`src/rtl/mem_arbiter.sv`:
```
// Two-port round-robin arbiter in front of a single shared data memory.
// Optional m1 grant locking is enabled by defining MEM_ARBITER_LOCK_EN.
module mem_arbiter #(
    parameter int AW = 32,
    parameter int DW = 32
) (
    input  logic          clk,
    input  logic          reset,
    input  logic          m0_req,
    input  logic [3:0]    m0_wmask,
    input  logic [AW-1:0] m0_addr,
    input  logic [DW-1:0] m0_wdata,
    output logic          m0_gnt,
    output logic          m0_rvalid,
    output logic [DW-1:0] m0_rdata,
    input  logic          m1_req,
    input  logic [3:0]    m1_wmask,
    input  logic [AW-1:0] m1_addr,
    input  logic [DW-1:0] m1_wdata,
    input  logic          m1_lock,
    output logic          m1_gnt,
    output logic          m1_rvalid,
    output logic [DW-1:0] m1_rdata,
    output logic [3:0]    mem_wmask,
    output logic [AW-1:0] mem_addr,
    output logic [DW-1:0] mem_wdata,
    input  logic [DW-1:0] mem_rdata
);

    logic last_gnt;
    logic rd_v;
    logic rd_idx;
    logic g0;
    logic g1;
    logic locked;
    logic m0_rd;
    logic m1_rd;

    // Low address bits select a byte lane only; memory is word addressed.
    logic [3:0] unused_bits;
    assign unused_bits = {m0_addr[1:0], m1_addr[1:0]};

`ifdef MEM_ARBITER_LOCK_EN
    logic lock_q;
    assign locked = lock_q;

    // Lock is held while m1 keeps requesting with m1_lock set.
    always_ff @(posedge clk or negedge reset) begin
        if (!reset) begin
            lock_q <= 1'b0;
        end else if (!m1_req) begin
            lock_q <= 1'b0;
        end else if (g1) begin
            lock_q <= m1_lock;
        end
    end
`else
    logic unused_lock;
    assign unused_lock = m1_lock;
    assign locked = 1'b0;
`endif

    // Grant decision: lock first, then round-robin on contention.
    always_comb begin
        g0 = 1'b0;
        g1 = 1'b0;
        if (reset) begin
            if (locked) begin
                g1 = m1_req;
            end else if (m0_req && m1_req) begin
                g0 = last_gnt;
                g1 = !last_gnt;
            end else begin
                g0 = m0_req;
                g1 = m1_req;
            end
        end
    end

    assign m0_gnt = g0;
    assign m1_gnt = g1;
    assign m0_rd  = g0 && (m0_wmask == 4'b0000);
    assign m1_rd  = g1 && (m1_wmask == 4'b0000);

    // Steer the granted requester onto the memory port.
    always_comb begin
        mem_wmask = 4'b0000;
        mem_addr  = '0;
        mem_wdata = '0;
        if (g0) begin
            mem_wmask = m0_wmask;
            mem_addr  = {m0_addr[AW-1:2], 2'b00};
            mem_wdata = m0_wdata;
        end else if (g1) begin
            mem_wmask = m1_wmask;
            mem_addr  = {m1_addr[AW-1:2], 2'b00};
            mem_wdata = m1_wdata;
        end
    end

    // Round-robin pointer and owner of the read returning next cycle.
    always_ff @(posedge clk or negedge reset) begin
        if (!reset) begin
            last_gnt <= 1'b1;
            rd_v     <= 1'b0;
            rd_idx   <= 1'b0;
        end else begin
            if (g0 || g1) begin
                last_gnt <= g1;
            end
            rd_v   <= m0_rd || m1_rd;
            rd_idx <= m1_rd;
        end
    end

    assign m0_rvalid = rd_v && !rd_idx;
    assign m1_rvalid = rd_v && rd_idx;
    assign m0_rdata  = m0_rvalid ? mem_rdata : '0;
    assign m1_rdata  = m1_rvalid ? mem_rdata : '0;

endmodule

```
`config.mk`:
```
export PLATFORM = sky130hd
export DESIGN_NAME = mem_arbiter
export DESIGN_NICKNAME = d
export VERILOG_FILES = /design/src/rtl/mem_arbiter.sv
export SDC_FILE = /design/constraint.sdc
export NUM_CORES = 1
export LEC_CHECK = 0
export BUFFER_PORTS_ARGS = -buffer_cell sky130_fd_sc_hd__buf_2
export CAP_MARGIN = 10
export CORE_AREA = 4 4 117 119
export DETAILED_ROUTE_END_ITERATION = 16
export DIE_AREA = 0 0 121 123
export PLACE_DENSITY = 0.53
export RECOVER_POWER = 100
export SYNTH_ARGS = -nofsm -noshare
export SYNTH_HDL_FRONTEND = slang
export SYNTH_SLANG_ARGS = --single-unit
```
`constraint.sdc`:
```
create_clock -name clk -period 1.7 [get_ports clk]
set_input_delay 0.17 -clock clk [delete_from_list [all_inputs] [get_ports clk]]
set_output_delay 0.17 -clock clk [all_outputs]
set_load 0.05 [all_outputs]
```
## Word-level counts from Yosys, hierarchy flattened

Index checks and enable logic that the tools add are counted.

- Muxes and demuxes: 12
- Reduce and logical (&&, ||, !) cells: 11

Operators by type and width:

| kind | count |
|---|---|
| $mux W32 | 6 |
| $logic_not A4 Y1 | 2 |
| $mux W4 | 2 |
| $logic_and A1 B1 Y1 | 5 |
| $mux W1 | 4 |
| $logic_not A1 Y1 | 2 |
| $logic_or A1 B1 Y1 | 2 |

- Register bits after elaboration: 3
- Bits of input ports: 173
- Output and inout bits: 136

## Longest topological paths before layout

Gate-level depths: netlist (run 1).

- Depth after elaboration: 5
- Gate-level depth with buffers: 5
- Gate-level depth less buffers: 3

## Worst setup path before layout (run 1)

No wires, ideal clock.

- Kind: register to output
- From: reg last_gnt
- To: out mem_wmask[2]
- Arrival time: 1.849 ns
- Required time: 1.530 ns
- Setup slack: -0.319 ns
- Cell stages (with the launch flop): 4
- Path through: dfstp_2 nand2b_1 nand3_1 a21boi_0

- Longest elaborated chain between the ends: 5

Ends and longest elaborated chain:

| what | RTL line | RTL |
|---|---|---|
| from (decl) | 30 | `logic last_gnt;` |
| from (signal assigned) | 109 | `last_gnt <= g1;` |
| $logic_not A1 Y1 | 72 | `g1 = !last_gnt;` |
| $mux W1 | 70 | `end else if (m0_req && m1_req) begin` |
| $mux W1 | 67 | `if (reset) begin` |
| $mux W4 | 94 | `end else if (g1) begin` |
| $mux W4 * | 90 | `if (g0) begin` |
| to (decl) | 24 | `output logic [3:0] mem_wmask,` |

Mark *: on every way between the ends. The rest lies on a longest branch, timed or not.

## Worst setup path after layout (run 1)

- From: reg last_gnt
- To: out mem_wdata[3]

- Longest elaborated chain between the ends: 5

Ends and longest elaborated chain:

| what | RTL line | RTL |
|---|---|---|
| $logic_not A1 Y1 | 72 |  |
| $mux W1 | 70 |  |
| $mux W1 | 67 |  |
| $mux W32 | 94 |  |
| $mux W32 * | 90 |  |
| to (decl) | 26 | `output logic [DW-1:0] mem_wdata,` |

Marked as above.

==> results of run 1 <==
[sequential cells by signal, summed over array words and instances (netlist names)]
register and cells:
last_gnt 1, rd_idx 1, rd_v 1
[worst paths after layout]
kind	startpoint	end	slack [ns]	depth (start not counted)
setup / recovery	last_gnt$_DFFE_PN1P_	mem_wdata[3]	-0.16	5
hold / removal	m1_wmask[3]	rd_idx$_DFF_PN0_	0.26	3
setup reg to reg	last_gnt$_DFFE_PN1P_	rd_v$_DFF_PN0_	0.29	6
hold reg to reg	last_gnt$_DFFE_PN1P_	last_gnt$_DFFE_PN1P_	0.63	3
max in group asynchronous	reset	last_gnt$_DFFE_PN1P_	1.12	2
min in group asynchronous	reset	rd_idx$_DFF_PN0_	0.35	2
[worst min-delay path: cells and delay by family]
kind                   cells  cell delay, ns
AND/OR/NAND/NOR            2            0.17
buffers and inverters      1            0.10
[report_power, final]
part | internal (mW) | switching [mW] | total, mW | leakage, nW
clock network | 0.310 | 0.0678 | 0.378 | 0.0382
logic | 0.606 | 0.824 | 1.43 | 2.15
registers | 0.0806 | 0.00273 | 0.0833 | 0.0383
[final cells by class]
cell class / count / area [um2] / area share
sequential: 3 / 76.3 / 0.0200
timing repair buffer: 315 / 2250 / 0.592
antenna: 1 / 2.50 / 0.000657
clock buffer: 4 / 78.8 / 0.0207
multi-input combinational: 148 / 1180 / 0.310
tap: 172 / 215 / 0.0565
[placed cells by master (no fill, tap or decap), types with 2 or more instances in the layout]
cell       Yosys  final
nand3_1        2      2
buf_2          8    169
clkbuf_16      0      5
a22o_1        65     56
and2_1        33     33
and3_1        32     32
dfrtp_1        2      2
conb_1         1      2
buf_4          4      4
buf_6          4     50
nand2_1        4      4
clkbuf_2       0     66
buf_12         0     15
buf_8          0      6
a22o_4         0      9
[cell families after synthesis]
logic type | after synthesis
simple gates | 77
buf+inv | 25
other cells | 1
flops | 3
compound gates | 69
[repair_timing]
action	in CTS	in global routing
endpoints found under the hold margin	3	0
hold buffers	1	0
endpoints found under the setup margin	66	66
buffers inserted	2	0
pin swaps	0	24
resized for setup	119	11
cloned	1	2
[metal layers]
layer	track usage	routed length, um	up-vias
met5	0	28	-
met4	0.0305	156	6
met3	0.0357	1210	14
met2	0.233	5580	177
met1	0.133	3520	1156
li1	-	-	1265
[per-stage QoR]
step | std cells | utilization
4_1_cts | 640 | 0.294
2_1_floorplan | 176 | -
5_1_grt | 642 | 0.303
3_3_place_gp | 632 | 0.252
3_5_place_dp | 632 | 0.252
6_report | 643 | 0.303
==> reports/results.tsv, run 1 <==
metric	value	unit
drt_first_iter_violations	40	
async_reset_ff_frac	1.00	
yosys.area.top_type	a22o_1	
setup-tns-final	-7.33	ns
ys_ff_latch	3	
synthToLayoutAreaGrowth	190	%
wirelength	10500	um
clk_pin_slew	0.03	ns
hold_path.class	input port to flip-flop	
required	1.53	ns
post_dp_cell_area	0.00317	mm2
cts_root_buf	clkbuf_16	
overflow	0	
max-cap-violations	0	
htree_num_levels	1	
synth_cell_types	23	
synth.mux.area_fraction	0	
cts_tree	yes	
wl_per_cell	16.3	um
ys_warn_count	0	
synth_commonest_cells	65 x a22o_1, 33 x and2_1, 32 x and3_1	
die_y	123	um
finalSetupViolCount	65	
final_max_slew_viol_count	0	
cts_made_buffers	3	
ir_drop	0.204	mV
drc	0	
crit_top_cell	buf_12	
synth_area_leaders	a22o_1 43%, and2_1 16%, and3_1 15%	
vias_per_cell	4.07	
path_class	flip-flop to output port	
crit_fanout	39	
period_share	1.09	
fin_skew	0.00266	ns
yosysTopAreaCellShare	0.433	
synth_xor_area_frac	0	
synthFlopType	dfrtp_1	
coreArea	0.0126	mm2
start_util	0.105	
fin_ws	-0.160	ns
vias	2618	
drt-pass1-iter-count	4	
cts_sinks	3	
arrival	1.69	ns
critPathSlowestCell	dfstp_2	
cp_top_family	flip-flops	
grt_pass1_wl	14200	um
synth_most_common_cell	a22o_1	
hpwl	8870	um
drive_above_1_share	0.704	
fmax	538	MHz
ant_nets	0	
rsz0062_at_grt	true	
startpoint_type	flip-flop	
ios	309	
synth_area	0.00132	mm2
endpoint_kind	output port	
synthSimpleGateAreaFrac	0.371	
syn_inst	175	
synth_top_family_by_area	compound AO/OA/AOI/OAI gates	
grt_pass1_vias	2567	
seq_area_frac_synth	0.0580	
p_per_area	496	mW/mm2
place_ws	0.0187	ns
gp_congestion	0.737	
max_stage_delay	0.52	ns
portBuffers	301	
grt_max_degree	40	
antenna_found_initial	3	
totalPowerFinal	1.89	mW
final_nets	644	
synthAdderAreaFrac	0	
nFillCells	1332	
grtUsageTotal	0.123	
avgSynthCellArea	7.51	um2
cp_cell_sequence	nand2b_4, nor2b_4, buf_12, a22o_1, buf_12	
power.leakage	2.23	nW
std_cell_rows	41	
synth_compound_area_frac	0.455	
crit_buf_inv	2	
dieArea	0.0149	mm2
fin_crit	1.86	ns
clk_latency	0.23	ns
synth-edff-count	0	
violations	setup timing	
status	finished with violations	
design_area	0.00381	mm2
whs	0.263	ns
hold_viol_final	0	
cts.path.max_buffers	2	
die-width	121	um
Power figures use the tool's default switching activity.
==> inputs of run 2 (changes only) <==
--- a/config.mk
+++ b/config.mk
@@ -12,6 +12,7 @@
 export DIE_AREA = 0 0 121 123
 export PLACE_DENSITY = 0.53
 export RECOVER_POWER = 100
+export SKIP_LAST_GASP = 1
 export SYNTH_ARGS = -nofsm -noshare
 export SYNTH_HDL_FRONTEND = slang
 export SYNTH_SLANG_ARGS = --single-unit
==> reports/results.tsv, run 2 (synthesis results as in run 1) <==
metric	value	unit	change
finalSetupViolCount	65		unchanged
arrival	1.69	ns	about the same
final_nets	644		unchanged
p_per_area	500	mW/mm2	+0.75%
status	finished with violations		
cts.path.max_buffers	2		unchanged
fin_cells	643		unchanged
hold_viol_final	0		unchanged
fin_skew	0.00297	ns	+0.000305 ns
place_ws	0.0187	ns	unchanged
setup-tns-final	-7.97	ns	-0.631 ns
dp.cells	632		unchanged
grt_pass1_vias	2528		-1.5%
cts_root_buf	clkbuf_16		
fin_ws	-0.159	ns	+0.00150 ns
ir_drop	0.198	mV	-3.0%
top_regs	last_gnt (1), rd_idx (1), rd_v (1)		
startpoint_type	flip-flop		
grt_max_degree	40		unchanged
die_y	123	um	unchanged
post_dp_cell_area	0.00317	mm2	unchanged
r2r_end	rd_v$_DFF_PN0_		
overflow	0		unchanged
ios	309		unchanged
drive_above_1_share	0.704		unchanged
whs	0.263	ns	-0.000250 ns
post-route-util	0.294		-0.00956
grt.met2_usage	0.227		-0.00660
period_share	1.09		about the same
hold_path_end	rd_idx$_DFF_PN0_		
grtUsageMet1	0.133		+0.000277
totalPowerFinal	1.85	mW	-2.4%
die-width	121	um	unchanged
dieArea	0.0149	mm2	unchanged
hold_depth	3		unchanged
portBuffers	301		unchanged
htree_num_levels	1		unchanged
final_max_slew_viol_count	0		unchanged
drc	0		unchanged
std_cell_rows	41		unchanged
cts_sinks	3		unchanged
rsz0062_at_grt	true		
crit_fanout	39		unchanged
clk_latency	0.23	ns	about the same
wirelength	10500	um	-0.33%
coreArea	0.0126	mm2	unchanged
design_area	0.00369	mm2	-3.2%
antenna_found_initial	3		unchanged
layout_common_cells	169 x buf_2, 66 x clkbuf_2, 56 x a22o_1		
max-cap-violations	0		unchanged
hold_path.class	input port to flip-flop		
cts_made_buffers	3		unchanged
hpwl	8870	um	unchanged
grt_pass1_wl	14000	um	-1.4%
ant_nets	0		unchanged
vias	2602		-0.61%
wl_per_cell	16.3	um	-0.33%
drt-pass1-iter-count	4		unchanged
synthToLayoutAreaGrowth	181	%	
met3_usage	0.0357		unchanged
grtUsageTotal	0.121		-0.00174
rrSetupSlack	0.29	ns	about the same
path_class	flip-flop to output port		
holdCritStartpoint	m1_wmask[3]		
clk_pin_slew	0.03	ns	about the same
endpoint_kind	output port		
fmax	538	MHz	about the same
violations	setup timing		
layout_commonest_cell	buf_2		
drt_first_iter_violations	53		+33%
required	1.53	ns	about the same
grt.busiest_layer	met2		
fin_crit	1.86	ns	-0.00150 ns
cts_tree	yes		
power.leakage	2.20	nW	-1.3%
ff2ff_path_depth	6		unchanged
rr_startpoint	last_gnt$_DFFE_PN1P_		
gp_congestion	0.737		unchanged
start_util	0.105		unchanged
vias_per_cell	4.05		-0.61%
[run 2: worst max-delay path by stage]
stage	start	end	slack [ns]	cells past startpoint
2_1_floorplan	last_gnt$_DFFE_PN1P_	mem_addr[10]	0.01	5
3_3_place_gp	last_gnt$_DFFE_PN1P_	mem_wdata[13]	0.02	5
3_5_place_dp	last_gnt$_DFFE_PN1P_	mem_wdata[29]	0.02	5
4_1_cts	last_gnt$_DFFE_PN1P_	mem_addr[6]	-0.17	6
5_1_grt	last_gnt$_DFFE_PN1P_	mem_wdata[0]	-0.23	5
6_report	last_gnt$_DFFE_PN1P_	mem_wdata[3]	-0.16	5
[run 2: worst max-delay path, stage by stage, from the launching register on]
cell,delay [ns]
dfstp_2,0.52
nand2b_4,0.12
nor2b_4,0.20
buf_12,0.21
a22o_1,0.24
buf_12,0.16
[run 2: where the power goes]
part / internal, mW / leakage (nW) / switching [mW]
clock: 0.310 / 0.0382 / 0.0688
combinational: 0.568 / 2.12 / 0.815
sequential: 0.0806 / 0.0383 / 0.00273
[run 2: per-layer routing]
| metal | part of all wire | routed length [um] |
|---|---|---|
| met4 | 0.015 | 155 |
| met2 | 0.52 | 5470 |
| met5 | 0.0027 | 28 |
| met1 | 0.35 | 3620 |
| met3 | 0.11 | 1180 |
[run 2: timing repair]
item | in CTS | in global routing
setup buffers | 2 | 0
cloned | 1 | 2
hold buffers | 1 | 0
pin swaps | 0 | 16
hold endpoints to repair | 3 | 0
endpoints found under the setup margin | 66 | 66
gates resized for setup | 62 | 36
[run 2: cell type report]
type	count	area (um2)
Antenna cell	1	2.50
Clock buffer	4	78.8
Fill cell	1335	8880
Multi-Input combinational cell	148	1180
Sequential cell	3	76.3
Tap cell	172	215
Timing Repair Buffer	315	2130
==> inputs of run 3 (changes only) <==
--- a/config.mk
+++ b/config.mk
@@ -7,9 +7,9 @@
 export LEC_CHECK = 0
 export BUFFER_PORTS_ARGS = -buffer_cell sky130_fd_sc_hd__buf_2
 export CAP_MARGIN = 10
-export CORE_AREA = 4 4 117 119
+export CORE_AREA = 4 4 118 120
 export DETAILED_ROUTE_END_ITERATION = 16
-export DIE_AREA = 0 0 121 123
+export DIE_AREA = 0 0 122 124
 export PLACE_DENSITY = 0.53
 export RECOVER_POWER = 100
 export SKIP_LAST_GASP = 1
==> constraint.sdc (replaced) <==
create_clock -name clk -period 1.65 [get_ports clk]
set_input_delay 0.165 -clock clk [delete_from_list [all_inputs] [get_ports clk]]
set_output_delay 0.165 -clock clk [all_outputs]
set_load 0.05 [all_outputs]
==> reports/results.tsv, run 3 (synthesis results as in run 1) <==
metric	value	unit	change
status	finished with violations		
violations	setup timing		
r2r_end	rd_v$_DFF_PN0_		
path_class	flip-flop to output port		
switching_share	0.464		-0.0165
wirelength	10600	um	+1.2%
synthToLayoutAreaGrowth	209	%	
fmax	546	MHz	
nFillCells	1403		+5.1%
wl_per_cell	16.2	um	-0.51%
design_area	0.00407	mm2	+10%
drc	0		unchanged
grtUsageTotal	0.115		-0.00542
ir_drop	0.236	mV	+19%
fin_ws	-0.183	ns	-0.0245 ns
final_max_slew_viol_count	0		unchanged
layout_commonest_cell	buf_2		
top_regs	last_gnt (1), rd_idx (1), rd_v (1)		
ios	309		unchanged
rrSetupSlack	0.36	ns	+0.07 ns
p_switching	0.941	mW	+6.1%
dieArea	0.0151	mm2	+1.6%
die_y	124	um	+0.81%
whs	0.235	ns	-0.0282 ns
rsz0062_at_grt	true		
max-cap-violations	0		unchanged
coreArea	0.0130	mm2	+3.3%
cts_root_buf	clkbuf_16		
post-route-util	0.313		+0.0197
cts_sinks	3		unchanged
finalSetupViolCount	67		+3.1%
post_dp_cell_area	0.00326	mm2	+2.8%
grt_max_degree	43		+7.5%
required	1.48	ns	-0.05 ns
fin_skew	0.00132	ns	-0.00164 ns
multiInputGateArea	0.00123	mm2	+4.4%
cts_made_buffers	3		unchanged
grt_pass1_wl	13800	um	-1.7%
period_share	1.11		
drive_above_1_share	0.785		+0.0803
seq_power_share	0.043		-0.002
setup-tns-final	-10.39	ns	-2.42 ns
highest_layer	met4		
critPathCapture	mem_wdata[30]		
crit_start	last_gnt$_DFFE_PN1P_		
htree_num_levels	1		unchanged
startpoint_type	flip-flop		
wl_met3	1060	um	-10%
endpoint_kind	output port		
fin_crit	1.83	ns	
wl_met2	5360	um	-2.2%
crit_fanout	21		-46%
routedLengthMet1	4020	um	+11%
std_cell_rows	42		+2.4%
p_int	1.09	mW	+13%
antenna_found_initial	0		-3
drt-pass1-iter-count	4		unchanged
ant_nets	0		unchanged
hpwl	8490	um	-4.3%
totalPowerFinal	2.03	mW	+9.9%
drt_first_iter_violations	44		-17%
hold_viol_final	0		unchanged
clk_latency	0.22	ns	about the same
clk_pin_slew	0.03	ns	about the same
place_ws	-0.0652	ns	-0.0839 ns
layout_common_cells	192 x buf_2, 41 x buf_6, 36 x a22o_2		
combinationalPowerShare	0.768		+0.018
cts_tree	yes		
rr_startpoint	last_gnt$_DFFE_PN1P_		
fin_cells	654		+1.7%
ff2ff_path_depth	5		-1
ff_latch_area	76.3	um2	unchanged
num_antenna_cells	0		-1
grt_pass1_vias	2530		+0.079%
vias	2688		+3.3%
p_per_area	499	mW/mm2	-0.28%
final_nets	652		+1.2%
arrival	1.67	ns	-0.02 ns
overflow	0		unchanged
cts.path.max_buffers	2		unchanged
gp_congestion	0.764		+3.7%
power.leakage	2.34	nW	+6.4%
die-width	122	um	+0.83%
dp.cells	642		+1.6%
p_clk_frac	0.189		-0.016
portBuffers	301		unchanged
hold_path.class	input port to flip-flop		
start_util	0.101		-0.00332
vias_per_cell	4.11		+1.6%
-- run 3: cell types whose count changed in the layout (fill, tap and decap cells not counted), sizes merged --
cell	before	now
buf	245	298
clkbuf	73	28
diode	1	0
-- run 3: power by group through the flow --
stage	Combinational (mW)	Clock, mW	Sequential, mW
after global placement	1.27	0	0.0866
after CTS	1.51	0.389	0.0871
after global routing	1.62	0.402	0.0883
after detailed placement	1.27	0	0.0873
final	1.56	0.383	0.0874
after floorplan	0.776	0	0.0895
-- run 3: worst min path at each step --
stage                start          endpoint  depth (start not counted)
4_1_cts        m1_wmask[3]  rd_idx$_DFF_PN0_                          3
2_1_floorplan        reset  rd_idx$_DFF_PN0_                          0
5_1_grt        m1_wmask[3]  rd_idx$_DFF_PN0_                          3
3_3_place_gp         reset    rd_v$_DFF_PN0_                          2
6_report       m1_wmask[3]  rd_idx$_DFF_PN0_                          3
3_5_place_dp         reset  rd_idx$_DFF_PN0_                          2
-- run 3: metal layers --
layer / global-route usage / vias to the layer above
li1: - / 1278
met1: 0.145 / 1202
met2: 0.202 / 196
met3: 0.0227 / 12
met4: 0.0315 / 0
met5: 0 / -
-- run 3: critical path, stage by stage (launching register included) --
cell and delay (ns):
dfstp_2 0.53, nand2b_4 0.12, nor2b_4 0.15, buf_6 0.15
buf_16 0.16, a22o_2 0.19, buf_12 0.14
-- run 3: cell type report --
cell class                 count  area share
clock buffer                   4      0.0194
multi-input combinational    148       0.304
sequential                     3      0.0188
tap                          176      0.0542
timing repair buffer         323       0.604
-- run 3: repair_timing --
item,in CTS,in global routing
hold endpoints to repair,2,0
gates cloned,2,2
resized for setup,153,24
setup buffers,2,1
pin swaps,5,4
setup endpoints to repair,89,100
hold buffers,1,0
